[src/rtl/prio_irq_encoder.sv]
// prio_irq_encoder
//   Registered N-channel priority encoder with request latching. Falling
//   edges on the active-low request lines are captured into a pending
//   register. One winning channel at a time is presented on code/valid and
//   is retired by ack. Arbitration is fixed priority (highest index wins) or
//   round-robin from a rotating pointer.
//
// Ports
//   clk       in   rising-edge clock
//   rst_n     in   asynchronous reset, active low
//   en_n      in   arbitration enable, active low
//   req_n     in   [N] request lines, active low, falling edge raises request
//   mask      in   [N] 1 = channel not eligible for grant (pending kept)
//   ack       in   consumer accepts the current grant (only while valid=1)
//   code      out  [W] granted channel index, 0..N-1
//   valid     out  grant presented; code stable while high
//   any_pend  out  OR of all pending bits, masked ones included
//   ovf       out  one-cycle pulse: new edge on an already pending channel
module prio_irq_encoder #(
    parameter int N  = 8,
    parameter int RR = 0
) (
    input  logic                 clk,
    input  logic                 rst_n,
    input  logic                 en_n,
    input  logic [N-1:0]         req_n,
    input  logic [N-1:0]         mask,
    input  logic                 ack,
    output logic [$clog2(N)-1:0] code,
    output logic                 valid,
    output logic                 any_pend,
    output logic                 ovf
);

    localparam int          W  = $clog2(N);
    localparam int unsigned NU = N;

    typedef enum logic {
        IDLE,
        GNT
    } state_t;

    state_t         state;
    state_t         state_nxt;
    logic [N-1:0]   req_s;
    logic [N-1:0]   req_d;
    logic [N-1:0]   pending;
    logic [N-1:0]   rise;
    logic [N-1:0]   clr;
    logic [N-1:0]   elig;
    logic [W-1:0]   ptr;
    logic [W-1:0]   ptr_nxt;
    logic [W-1:0]   code_nxt;
    logic [W-1:0]   win;

    assign rise     = req_s & ~req_d;
    assign elig     = en_n ? '0 : (pending & ~mask);
    assign valid    = (state == GNT);
    assign any_pend = |pending;

    // Clear only the granted bit, and only when the grant is actually shown.
    assign clr = (state == GNT && ack) ? ({{(N-1){1'b0}}, 1'b1} << code) : '0;

    // Winner selection. Round-robin takes the lowest set index at or above
    // ptr, falling back to the lowest set index overall, which is the same
    // as a circular scan starting at ptr.
    always_comb begin
        logic         any_hi;
        logic         any_lo;
        logic [W-1:0] hi;
        logic [W-1:0] lo;
        win    = '0;
        any_hi = 1'b0;
        any_lo = 1'b0;
        hi     = '0;
        lo     = '0;
        if (RR == 0) begin
            for (int unsigned i = 0; i < NU; i++) begin
                if (elig[i]) win = W'(i);
            end
        end else begin
            for (int unsigned i = 0; i < NU; i++) begin
                if (elig[i]) begin
                    if (!any_lo) begin
                        lo     = W'(i);
                        any_lo = 1'b1;
                    end
                    if (!any_hi && i >= 32'(ptr)) begin
                        hi     = W'(i);
                        any_hi = 1'b1;
                    end
                end
            end
            win = any_hi ? hi : lo;
        end
    end

    always_comb begin
        state_nxt = state;
        code_nxt  = code;
        ptr_nxt   = ptr;
        case (state)
            IDLE: begin
                if (|elig) begin
                    state_nxt = GNT;
                    code_nxt  = win;
                end
            end
            GNT: begin
                if (ack) begin
                    state_nxt = IDLE;
                    if (RR != 0) ptr_nxt = (code == W'(N - 1)) ? '0 : code + 1'b1;
                end else if (en_n) begin
                    state_nxt = IDLE;
                end
            end
            default: state_nxt = IDLE;
        endcase
    end

    always_ff @(posedge clk or negedge rst_n) begin
        if (!rst_n) begin
            state   <= IDLE;
            code    <= '0;
            ptr     <= '0;
            req_s   <= '0;
            req_d   <= '0;
            pending <= '0;
            ovf     <= 1'b0;
        end else begin
            state   <= state_nxt;
            code    <= code_nxt;
            ptr     <= ptr_nxt;
            req_s   <= ~req_n;
            req_d   <= req_s;
            // Set wins over clear on the same bit.
            pending <= (pending & ~clr) | rise;
            ovf     <= |(rise & pending & ~clr);
        end
    end

endmodule
[config.mk]
export PLATFORM = sky130hd
export DESIGN_NAME = prio_irq_encoder
export DESIGN_NICKNAME = d
export VERILOG_FILES = /design/src/rtl/prio_irq_encoder.sv
export SDC_FILE = /design/constraint.sdc
export NUM_CORES = 1
export LEC_CHECK = 0
export ABC_AREA = 1
export CAP_MARGIN = 20
export CORE_ASPECT_RATIO = 1.2
export CORE_UTILIZATION = 33
export DETAILED_ROUTE_END_ITERATION = 8
export GPL_ROUTABILITY_DRIVEN = 0
export PLACE_DENSITY = 0.55
export SLEW_MARGIN = 10
export SYNTH_ARGS = -nofsm -noshare
export SYNTH_HDL_FRONTEND = slang
export SYNTH_SLANG_ARGS = --single-unit
export TNS_END_PERCENT = 20
[constraint.sdc]
create_clock -name clk -period 1.7 [get_ports clk]
set_input_delay 0.51 -clock clk [delete_from_list [all_inputs] [get_ports clk]]
set_output_delay 0.51 -clock clk [all_outputs]
set_load 0.01 [all_outputs]
Word-level counts from Yosys, hierarchy flattened
Cells that the tools add are included.
{"block": "word_totals", "ff_bits": 29, "input_bits": 20}
{"block": "classes", "shifts": 1, "mux": 13, "bitwise_logic": 11, "reduce_logical": 5}
{"operator": "$and 8x8->8", "count": 5}
{"operator": "$not 8->8", "count": 4}
{"operator": "$reduce_or 8->1", "count": 3}
{"operator": "$mux 8", "count": 2}
{"operator": "$mux 3", "count": 4}
{"operator": "$or 8x8->8", "count": 1}
{"operator": "$shl 1x3->8 const A", "count": 1}
{"operator": "$mux 1", "count": 4}
{"operator": "$mux 2", "count": 2}
{"operator": "$pmux 1 s2", "count": 1}
{"operator": "$reduce_and 2->1", "count": 1}
{"operator": "$logic_and 1x1->1", "count": 1}
{"operator": "$not 1->1", "count": 1}

Depth between registers and ports, before layout
Gate-level depths: netlist of the first run.
{"block": "depth", "depth_word": 10, "depth_mapped": 10}

Worst setup path before layout of the first run
No wires, ideal clock.
{"block": "synth_timing", "path_type": "register to output", "from": "register pending[3]", "to": "output port any_pend", "arrival_time_ns": 0.760, "t_required_ns": 1.190, "setup_slack_ns": 0.430, "stages_incl_launch_ff": 3, "path_buffers": 0, "cell_sequence": "dfrtp_1 > nor4_1 > nand2_1"}
{"block": "synth_via", "elab_chain_len": 1}
{"item": "from (decl)", "line_no": "47", "rtl": "logic [N-1:0] pending;"}
{"item": "from (signal assigned)", "line_no": "137", "rtl": "pending <= (pending & ~clr) | rise;"}
{"item": "$reduce_or 8->1", "line_no": "59", "rtl": "assign any_pend = |pending;"}
{"item": "to (decl)", "line_no": "31", "rtl": "output logic any_pend,"}
Every way passes these cells.

Worst setup path in the final report of the first run
{"block": "layout_timing", "from": "register pending[5]", "to": "output port any_pend"}
The elaborated chain is that of the path after synthesis.

==> results of run 1 <==
[critical path: cells and delay by family, from the launching register on]
kind	cells	cell delay, ns
and+or+nand+nor	2	0.37
DFF	1	0.39
buffers and inverters	1	0.15
[Yosys cell counts]
cell type	n	share of area
nand2_1	49	0.15
nor2_1	10	0.030
inv_2	1	0.0030
o21ai_0	4	0.016
dfrtp_1	29	0.58
a22o_1	5	0.035
nor2_2	4	0.020
nor4_1	2	0.010
inv_1	28	0.084
a22o_2	1	0.0080
o21bai_2	1	0.0090
a21oi_1	1	0.0040
nand4_1	6	0.030
nand2_2	2	0.010
nand3_1	3	0.012
[layer usage]
layer	track usage	share of wire	vias to the layer above	wire, um
li1	-	-	542	-
met1	0.153	0.40	487	1090
met2	0.280	0.53	31	1470
met3	0.0410	0.047	6	128
met4	0.0714	0.021	0	58
met5	0	0	-	0
[per-stage QoR]
step | hold WS (ns) | utilization | area (um2) | total power [mW] | instances
finish | 0.374 | 0.490 | 1780 | 2.26 | 246
detailed placement | 0.365 | 0.459 | 1670 | 1.70 | 237
global route | 0.389 | 0.490 | 1780 | 2.41 | 246
CTS | 0.379 | 0.483 | 1760 | 2.26 | 245
floorplan | 0.214 | - | 1250 | 1.30 | 146
global placement | 0.359 | 0.459 | 1670 | 1.68 | 237
[layout make-up]
type / instances / share of cell area
Multi-Input combinational cell: 88 / 0.240
Sequential cell: 29 / 0.409
Timing Repair Buffer: 41 / 0.205
Tap cell: 52 / 0.0366
Clock buffer: 7 / 0.0485
Inverter: 29 / 0.0612
[layout by cell type (no fill, tap or decap)]
cell type         n
a22o_2            1
nand4_1           6
clkbuf_8          6
nand3_1           3
clkbuf_1          1
dlygate4sd2_1     3
o21bai_2          1
dlymetal6s2s_1    1
dfrtp_2           2
nor4_2            2
inv_2             1
nand2_2           2
buf_2             1
a21oi_1           1
a22o_1            5
nand2_1          49
buf_4            16
inv_1            28
dfrtp_1          27
o21ai_0           4
nor2_2            4
nor2_1           10
clkdlybuf4s50_1  20
[cell families (layout without fill, tap and decap cells)]
kind of cell | after synthesis | in the layout | synth area share
AND/OR/NAND/NOR | 76 | 76 | 0.260
flip-flops | 29 | 29 | 0.581
buffers and inverters | 29 | 77 | 0.0872
AO/OA/AOI/OAI | 12 | 12 | 0.0721
[power breakdown]
group          total, mW  internal (mW)  leakage (nW)  switching [mW]
sequential         0.953          0.829         0.316           0.124
combinational      0.751          0.377         0.565           0.373
clock              0.552          0.320        0.0443           0.232
total               2.26           1.53         0.925           0.729
[flip-flops by register name, indices dropped and copies added (netlist names)]
| signal | count |
|---|---|
| valid | 1 |
| req_s | 8 |
| ovf | 1 |
| pending | 8 |
| req_d | 8 |
| code | 3 |
[repair_timing]
action,CTS,global route
setup buffers,1,1
setup endpoints to repair,5,2
pin swaps,1,1
resized for setup,9,3
[worst paths after layout]
kind,end,slack (ns),cells past startpoint
hold reg to reg,req_d[5]$_DFF_PN0_,0.37,0
max in group asynchronous,code[1]$_DFFE_PN0P_,0.80,2
min in group asynchronous,pending[1]$_DFF_PN0_,0.62,2
hold / removal,req_d[5]$_DFF_PN0_,0.37,0
setup / recovery,any_pend,0.009,3
setup reg to reg,valid$_DFF_PN0_,0.33,8
==> summary.md, run 1 <==
| Metric | Value |
|---|---|
| Total CTS buffers | `5` |
| Total Routed Length | `about 2700 um` |
| VDD IR max | `approximately 0.43 mV` |
| CP Class | `reg2out` |
| Area of the multi-input gates | `approximately 430 um2` |
| Slowest cell delay on critical path | `slightly below 0.4 ns` |
| Register area | `~730 um2` |
| Critical path launch point | `pending[5]$_DFF_PN0_` |
| CP Capture Type | `output port` |
| Least-Margin Pin Slew | `~0.35 ns` |
| Post-DR wirelength/cell | `roughly 11 um` |
| Die Ht | `slightly below 70 um` |
| Max_slew headroom | `0.767` |
| H-tree Lvls | `2` |
| Max Clock Freq | `approximately 590 MHz` |
| CP Data Arrival Time | `around 1.2 ns` |
| 1st-iter DRT viols | `37` |
| Layout filler cell count | `370` |
| Reg-to-Reg Start | `pending[0]$_DFF_PN0_` |
| Fin crit share | `0.995` |
| Pwr dens | `around 1300 nW/um2` |
| Leakage | `between 0.9 and 1 nW` |
| Crit path time final | `1.69 ns` |
| Final Max Slew Viols | `0` |
| Synth Register Bits | `29` |
| Post-synthesis average cell area | `8.55 um2` |
| Final Setup Violations | `0` |
| Place WS | `-0.121 ns` |
| First-pass GRT wire length | `4530 um` |
| Crit path cell chain | `nor4_2, nand2_1, buf_2` |
| Final Hold Fails | `0` |
| # IOs | `26` |
| DRC errors left | `0` |
| Worst hold path type | `reg2reg` |
| RSZ-0062 raised after global routing | `true` |
| Core Area | `3630 um2` |
| Outcome | `finished clean` |
| Critical Path Fanout Max | `2` |
| Worst path slowest cell | `dfrtp_1` |
| Synth Cell Area | `between 1000 and 1500 um2` |
| Synth Net Count | `approximately 170` |
| Synthesis Warnings | `0` |
| Largest net degree at the start of global routing | `30` |
| Max Cap Viol | `0` |
| Tot GR Track Use | `0.152` |
| Die X | `58.2 um` |
| Fin Setup TNS | `0 ns` |
| Seq/Total Area, Yosys | `0.581` |
| Port buffer count | `25` |
| Clk Latency, worst-skew pair | `roughly 0.27 ns` |
| ANT nets after route | `0` |
| Die Area | `roughly 4000 um2` |
| Global route overflow | `0` |
| Hold wc startpoint | `req_s[5]$_DFF_PN0_` |
| Clock root cell | `clkbuf_8` |
| CP required | `approximately 1.2 ns` |
| Syn Inst Count | `~150` |
| Via count | `roughly 1.1k` |
| Setup crit start kind | `register` |
| Share of layout cells above drive strength 1 | `0.186` |
| Clk sink count | `29` |
| HPWL after detailed placement | `2160 um` |
| CTS tree | `built` |
| Clock Pin Slew Worst Setup and Hold Paths | `approximately 0.060 ns` |
| Distinct cells, synth | `15` |
| Via density | `approximately 4.3` |
| FP Rows | `24` |
| CTS Buffer Depth | `2` |
| Layout Skew | `approximately 0.0021 ns` |
| Starting Density | `0.344` |
| Pre-Repair DR Iteration Count | `4` |
| Initial antenna violation count | `0` |
| Worst Setup Slack, final | `0.00918 ns` |
| Diodes inserted | `0` |
| Vias in the first global route | `roughly 1.1k` |
| Area delta synth->final | `42.5%` |
| Nets | `about 210` |
| Hold buffer count at cts | `0` |
Power figures use the tool's default switching activity.
==> inputs of run 2 (changes only) <==
- REMOVE_ABC_BUFFERS: not set -> 1
==> results of run 2 <==
No change in the layout: final DEF, timing and power equal those of run 1.
